===== src/rtl/rol_shifter16_seq.sv =====
// rol_shifter16_seq: multi-cycle rotate unit, one bit per clock, start/busy/done handshake.
// Latency: k+1 clocks from the start edge to the done pulse (1 clock for k=0, 16 for k=15).
// Backpressure: none; start is ignored while busy. Define ROL_DIR_EN to add the dir port (right rotate).
module rol_shifter16_seq #(
    parameter int WIDTH = 16,
    parameter int SW    = 4
) (
    input  logic             clk,
    input  logic             rst_n,
    input  logic             start,
    input  logic [WIDTH-1:0] din,
    input  logic [SW-1:0]    s,
`ifdef ROL_DIR_EN
    input  logic             dir,
`endif
    output logic             busy,
    output logic             done,
    output logic [WIDTH-1:0] dout
);

    typedef enum logic [1:0] {
        ST_IDLE  = 2'd0,
        ST_SHIFT = 2'd1,
        ST_DONE  = 2'd2
    } state_t;

    state_t           state;
    state_t           state_nxt;
    logic [WIDTH-1:0] sreg;
    logic [WIDTH-1:0] sreg_rot;
    logic [SW-1:0]    cnt;
    logic             last_shift;

    // Final shift of an operation: the counter is about to reach zero.
    assign last_shift = (state == ST_SHIFT) && (cnt == SW'(1));

`ifdef ROL_DIR_EN
    logic dir_q;

    // One-bit rotate of the working register in the captured direction.
    always_comb begin
        sreg_rot = {sreg[WIDTH-2:0], sreg[WIDTH-1]};
        if (dir_q) begin
            sreg_rot = {sreg[0], sreg[WIDTH-1:1]};
        end
    end

    // Direction is captured with the operand and held for the whole operation.
    always_ff @(posedge clk or negedge rst_n) begin
        if (!rst_n) begin
            dir_q <= 1'b0;
        end else if (state == ST_IDLE && start) begin
            dir_q <= dir;
        end
    end
`else
    // One-bit left rotate of the working register.
    always_comb begin
        sreg_rot = {sreg[WIDTH-2:0], sreg[WIDTH-1]};
    end
`endif

    // State register.
    always_ff @(posedge clk or negedge rst_n) begin
        if (!rst_n) begin
            state <= ST_IDLE;
        end else begin
            state <= state_nxt;
        end
    end

    // Next-state logic: a zero amount skips SHIFT and goes straight to DONE.
    always_comb begin
        state_nxt = state;
        case (state)
            ST_IDLE: begin
                if (start) begin
                    state_nxt = (s == '0) ? ST_DONE : ST_SHIFT;
                end
            end
            ST_SHIFT: begin
                if (cnt == SW'(1)) begin
                    state_nxt = ST_DONE;
                end
            end
            ST_DONE: begin
                state_nxt = ST_IDLE;
            end
            default: begin
                state_nxt = ST_IDLE;
            end
        endcase
    end

    // Handshake outputs come from the state register only, never from start.
    always_comb begin
        busy = (state != ST_IDLE);
        done = (state == ST_DONE);
    end

    // Datapath: capture on accept, rotate in SHIFT, and load dout on entry to DONE
    // so the result is already valid while done is high.
    always_ff @(posedge clk or negedge rst_n) begin
        if (!rst_n) begin
            sreg <= '0;
            cnt  <= '0;
            dout <= '0;
        end else begin
            if (state == ST_IDLE && start) begin
                sreg <= din;
                cnt  <= s;
                if (s == '0) begin
                    dout <= din;
                end
            end else if (state == ST_SHIFT) begin
                sreg <= sreg_rot;
                cnt  <= cnt - 1'b1;
                if (last_shift) begin
                    dout <= sreg_rot;
                end
            end
        end
    end

endmodule


===== config.mk =====
export PLATFORM = sky130hd
export DESIGN_NAME = rol_shifter16_seq
export DESIGN_NICKNAME = d
export VERILOG_FILES = /design/src/rtl/rol_shifter16_seq.sv
export SDC_FILE = /design/constraint.sdc
export NUM_CORES = 1
export LEC_CHECK = 0
export ABC_AREA = 1
export CAP_MARGIN = 20
export CORE_ASPECT_RATIO = 1.25
export CORE_MARGIN = 5
export CORE_UTILIZATION = 45
export DETAILED_ROUTE_END_ITERATION = 10
export PLACE_DENSITY = 0.85
export SETUP_SLACK_MARGIN = 0.5
export SLEW_MARGIN = 5
export SYNTH_ARGS = -nofsm -noshare
export SYNTH_HDL_FRONTEND = slang
export SYNTH_SLANG_ARGS = --single-unit

===== constraint.sdc =====
create_clock -name clk -period 1.2 [get_ports clk]
set_input_delay 0.24 -clock clk [delete_from_list [all_inputs] [get_ports clk]]
set_output_delay 0.24 -clock clk [all_outputs]
set_load 0.05 [all_outputs]

==> results of run 1 <==
[critical path, cell delays in order, from the launching register on]
cell,delay [ns]
dfrtp_2,0.47
inv_4,0.12
nand2_8,0.07
buf_6,0.12
buf_12,0.13
[cell usage in the layout (no fill, tap or decap), drive strengths merged]
cell type | Yosys | final
dlygate4sd2 | 0 | 1
nand2 | 144 | 144
xor2 | 1 | 1
nor2 | 8 | 8
clkdlybuf4s50 | 0 | 20
buf | 9 | 50
dfrtp | 38 | 38
clkbuf | 0 | 6
ha | 2 | 2
inv | 12 | 11
o21ai | 3 | 3
o211ai | 3 | 3
nand3 | 20 | 20
clkinvlp | 0 | 1
bufinv | 0 | 2
[how the worst min path moves through the flow]
stage / to / slack, ns / cells after the start
finish: dout[4] / -0.14 / 1
global route: dout[1] / -0.12 / 1
CTS: sreg[2] / -0.13 / 1
detailed placement: sreg[2] / 0.18 / 1
global placement: sreg[2] / 0.17 / 1
floorplan: cnt[0] / -0.06 / 0
[flip-flops by register name, summed over array words and instances (netlist names)]
register and count:
cnt 4, sreg 16, state 2, dout 16
[timing repair]
item | 4_1_cts | 5_1_grt
buffers inserted | 6 | 4
cloned | 4 | 0
gates resized for setup | 23 | 18
pin swaps | 10 | 7
hold endpoints to repair | 14 | 14
setup endpoints to repair | 56 | 56
[final cells by class]
type                    instances  area [um^2]
inverters                      12         53.8
clock buffers                   6         82.6
multi-input cells             181          922
clock inverters                 2         60.1
fillers                       235          991
repair buffers                 71          913
flip-flops and latches         38          973
well taps                      56         70.1
[cells by family after synthesis]
family | after synthesis | synth area share (%)
flip-flops | 38 | 50.7
AND/OR/NAND/NOR | 172 | 38.8
adder cells (fa/ha/maj) | 2 | 1.33
AO/OA/AOI/OAI | 6 | 2.80
XOR/XNOR | 1 | 0.467
buffers and inverters | 21 | 5.87
[per-stage QoR]
step	TNS, ns	hold slack (ns)
floorplan	-1.25	-0.0556
global placement	-9.07	0.174
detailed placement	-11.60	0.177
CTS	-4.49	-0.134
global route	-8.37	-0.122
finish	-6.39	-0.145
[cell usage after synthesis]
master    number
nand2_1      141
dfrtp_1       38
nand3_1       19
inv_1         10
nor2_1         6
buf_2          4
buf_6          3
o211ai_1       3
ha_1           2
inv_2          2
nand2_2        2
nor2_8         2
buf_1          1
buf_4          1
nand2_4        1
nand3_4        1
o21ai_0        1
o21ai_2        1
o21ai_4        1
xor2_1         1
[routing by layer]
layer  up-vias  GRT usage (%)  wire length (um)
met4         0           8.72               126
met2        90           39.7              3130
met3        15           3.65               314
li1        881              -                 -
met5         -              0                 0
met1       906           25.0              2150
[where the power goes]
| part | total [uW] | switching [uW] | internal, uW |
|---|---|---|---|
| Clock | 1340 | 457 | 887 |
| Combinational | 5060 | 2770 | 2290 |
| Sequential | 2300 | 444 | 1860 |
==> summary.md, run 1 <==
| Metric | Value |
|---|---|
| Largest net degree at the start of global routing | 25 |
| Setup CP Type | register to output pin |
| Startpoint Class | register |
| Clk slew on worst S/H paths | around 0.08 ns |
| R2R setup slack | -0.23 ns |
| Fin crit share | 120% |
| Setup crit end | busy |
| Cell count after placement | about 340 |
| Non-filler instance count after layout | 366 |
| Antenna-violating nets left | 0 |
| Clk buf depth | 2 |
| Vias in the first global route | roughly 2000 |
| CTS tree | done |
| Clock sinks | 38 |
| Distinct cells, synth | 20 |
| Final hold slack | -0.145 ns |
| CP endpoint kind | output pin |
| TritonCTS buffer count | 5 |
| Post-synthesis cell area | 1880 um^2 |
| Effective utilization at floorplan | 46.1% |
| Setup crit start | state[1] |
| Setup violations, final | 40 |
| Power density over cell area | 2830 nW/um^2 |
| Final Cell Area | 3080 um^2 |
| Period minus WS final | 1.44 ns |
| Capture instance of the worst register-to-register path | sreg[3] |
| Synth warn | 0 |
| Final GP Congestion | 0.788 |
| Final Power | 8710 uW |
| Failing checks | negative hold slack, negative setup slack |
| Router iterations before antenna repair | 5 |
| RSZ-0062 raised after global routing | true |
| Number of inserted diodes | 0 |
| Post-Syn Instances | 240 |
| Worst-skew pair later-pin latency | 0.30 ns |
| PnR worst setup slack | -0.236 ns |
| Net Count, Synth | 265 |
| Initial antenna violation count | 0 |
| WL/cell | 15.6 um |
| Post-synthesis register bit count | 38 |
| Layout Nets | 334 |
| Post-DP HPWL | 3.54 mm |
| Detailed Route WL | 5.72 mm |
| Peak supply drop | 0.00144 V |
| Total GRT Usage | 21.8% |
| Via count | 1892 |
| Max transition margin | about three quarters |
| Area share of the largest cell type after synthesis | between 50 and 60% |
| Reg2Reg Launch Point | state[0] |
| Die Ht | 82.2 um |
| Worst R2R Path Depth | 6 |
| Global-route wire length before repair | 9.11 mm |
| Die area | 5570 um^2 |
| Slew @ Worst Pin | 0.387 ns |
| Final Skew | approximately 0.0096 ns |
| Status | finished with violations |
| Achievable Freq | about 0.70 GHz |
| IO buf count | 40 |
| CP max FO | 3 |
| Post-synthesis sequential area ratio | 50.7% |
| Core area | a little over 4000 um^2 |
| DRC | 0 |
| Syn_area_per_cell | between 7 and 8 um^2 |
| Final Max Slew Viols | 0 |
| Worst EP arrival | 1.20 ns |
| Clock root cell | clkbuf_8 |
| Ranking of synthesized cells by area | dfrtp_1 51%, nand2_1 28%, nand3_1 5.1%, nor2_8 2.1%, inv_1 2.0% |
| Leak | around 0.0016 uW |
| 1st-iter DRT viols | 162 |
| Overflow after GRT | 0 |
| Placed cell area | 2680 um^2 |
| Share of cells above drive strength 1 | between 30% and 40% |
| Pre-CTS setup slack | -0.348 ns |
| Row cnt | 26 |
| Hold Crit Class | input port to asynchronous set/reset pin |
| Area growth syn-to-layout | 64.0% |
| Die X | 67.7 um |
| Cell taking the most area after synthesis | dfrtp_1 |
| IO Count | 41 |
| Final hold viol count | 14 |
| Clock H-tree levels | 2 |
| Vias per std cell | 5.17 |
| Fin util | 75.6% |
| Worst EP required | 0.96 ns |
| # Max-Cap Violations | 0 |
Note: power is estimated with default switching activity, not from simulation.
==> run 2: changes to the inputs <==
REMOVE_ABC_BUFFERS = 1   (was default)
==> summary.md, run 2 (synthesis gave the netlist of run 1 again) <==
| Metric | Value |
|---|---|
| Status | finished with violations |
| Failing checks | negative setup slack |
| Post-DP HPWL | 3.29 mm (-6.9%) |
| Commonest non-fill, non-tap cells in the layout | 138 x nand2_1, 37 x dfrtp_1, 22 x buf_12 |
| Total GRT Usage | 21.3% (-0.53 points) |
| Top sig layer | met4 |
| Worst EP arrival | 1.67 ns (+0.47 ns) |
| DRC | 0 (unchanged) |
| Metal-1 WL | 2.15 mm (about the same) |
| IO buf count | 40 (unchanged) |
| Final Max Slew Viols | 0 (unchanged) |
| Pre-CTS setup slack | -0.346 ns (+0.00226 ns) |
| Achievable Freq | 0.676 GHz (-2.9%) |
| Overflow after GRT | 0 (unchanged) |
| TritonCTS buffer count | 5 (unchanged) |
| Final Skew | 0.0116 ns (+0.00203 ns) |
| PnR worst setup slack | -0.279 ns (-0.0426 ns) |
| Die Ht | 82.2 um (unchanged) |
| # Max-Cap Violations | 0 (unchanged) |
| Core area | 4070 um^2 (unchanged) |
| Startpoint Class | register |
| Die X | 67.7 um (unchanged) |
| Clock sinks | 38 (unchanged) |
| Final hold slack | 0.430 ns (+0.575 ns) |
| Hold Crit Class | input port to asynchronous set/reset pin |
| Fill count | 244 (+3.8%) |
| Period minus WS final | 1.48 ns (+0.0426 ns) |
| Antenna-violating nets left | 0 (unchanged) |
| Vias per std cell | 5.14 (-0.66%) |
| WL/cell | 15.6 um (about the same) |
| Leak | 0.00162 uW (+3.2%) |
| Worst-skew pair later-pin latency | 0.30 ns (about the same) |
| Final Cell Area | 3020 um^2 (-1.7%) |
| Row cnt | 26 (unchanged) |
| RSZ-0062 raised after global routing | true |
| Router iterations before antenna repair | 4 (-1) |
| Power density over cell area | 2720 nW/um^2 (-3.8%) |
| Biggest regs | dout: 16 flops, sreg: 16 flops, cnt: 4 flops |
| CTS tree | done |
| Via count | 1936 (+2.3%) |
| Effective utilization at floorplan | 46.1% (unchanged) |
| Number of inserted diodes | 0 (unchanged) |
| Initial antenna violation count | 0 (unchanged) |
| Clock H-tree levels | 2 (unchanged) |
| Global-route wire length before repair | 8.62 mm (-5.4%) |
| Met3 WL | 520 um (+66%) |
| Share of cells above drive strength 1 | 26.5% (-8.4 points) |
| Final hold viol count | 0 (-14) |
| Area growth syn-to-layout | 61.2% |
| Max transition margin | 80.9% (+6.7 points) |
| Setup CP Type | register to register |
| Detailed Route WL | 5.89 mm (+3.0%) |
| Die area | 5570 um^2 (unchanged) |
| Placed cell area | 2660 um^2 (-0.98%) |
| IO Count | 41 (unchanged) |
| Most common cell after layout, fill and taps aside | nand2_1 |
| Layout Nets | 345 (+3.3%) |
| Clock root cell | clkbuf_8 |
| Clk slew on worst S/H paths | 0.08 ns (about the same) |
| Fin crit share | 123% (+3.6 points) |
| Routed wire length on met2 | 3.00 mm (-4.1%) |
| Worst EP required | 1.39 ns (+0.43 ns) |
| Clk buf depth | 2 (unchanged) |
| Slew @ Worst Pin | 0.285 ns (-0.102 ns) |
| Vias in the first global route | 1916 (-4.3%) |
| 1st-iter DRT viols | 176 (+8.6%) |
| CP max FO | 6 (+3) |
| Setup violations, final | 39 (-2.5%) |
| Peak supply drop | 0.00126 V (-13%) |
| Largest net degree at the start of global routing | 39 (+56%) |
| Final GP Congestion | 0.819 (+4.0%) |
| CP endpoint kind | register |
## run 2: changes by cell type in the layout (fill, tap and decap cells not counted), sizes merged
cell         previous run  this run
buf                    50        58
bufinv                  2         0
clkbuf                  6         9
clkinv                  0         1
dlygate4sd3             0         1
## run 2: final cells by class
class / instances / area, um^2 / share of cell area (%)
Timing Repair Buffer: 82 / 1010 / 33.4
Sequential cell: 38 / 952 / 31.5
Multi-Input combinational cell: 181 / 850 / 28.1
Clock buffer: 7 / 86.3 / 2.86
Tap cell: 56 / 70.1 / 2.32
Inverter: 12 / 48.8 / 1.61
Clock inverter: 1 / 5.00 / 0.166
## run 2: what timing repair did
item,in CTS,in global routing
setup buffers,13,2
pin swaps,4,2
gates cloned,2,4
resized for setup,13,9
setup endpoints to repair,56,56
hold buffers,1,0
endpoints found under the hold margin,38,0
## run 2: stage by stage
stage / setup TNS, ns / cells / utilization [%] / power, uW
after floorplan: -7.92 / 231 / - / 4400
after global placement: -9.91 / 347 / 65.3 / 6290
after detailed placement: -11.05 / 347 / 65.3 / 6440
after CTS: -2.98 / 371 / 71.7 / 7810
after global routing: -8.53 / 377 / 74.3 / 8700
final: -6.59 / 377 / 74.3 / 8240
## run 2: power by group
group	switching [uW]	internal [uW]	leakage, uW	total (uW)
logic	2700	2360	0.00108	5060
registers	442	1820	0.000485	2260
clock network	455	464	0.0000482	919
total	3600	4640	0.00162	8240
## run 2: per-layer routing
metal  track usage, %  up-vias
met4             10.1        0
met5                0        -
li1                 -      895
met2             35.5      114
met3             5.82       19
met1             25.1      908
## run 2: worst max-delay path, stage by stage (launching register included)
cell       delay [ns]
dfrtp_1          0.40
buf_4            0.15
nor2_2           0.14
nand2_4          0.14
clkbuf_16        0.19
nand2_1          0.07
nand2_1          0.10
nand2_1          0.11
nand2_1          0.06
## run 2: worst paths after layout
check	from	end	slack (ns)	depth (start not counted)
min	rst_n	sreg[0]	0.43	3
min in group clk	sreg[11]	sreg[11]	0.49	2
max reg2reg	state[1]	sreg[4]	-0.28	8
min reg2reg	sreg[11]	sreg[11]	0.49	2
max in group asynchronous	rst_n	sreg[10]	0.57	3
max	state[1]	sreg[4]	-0.28	8
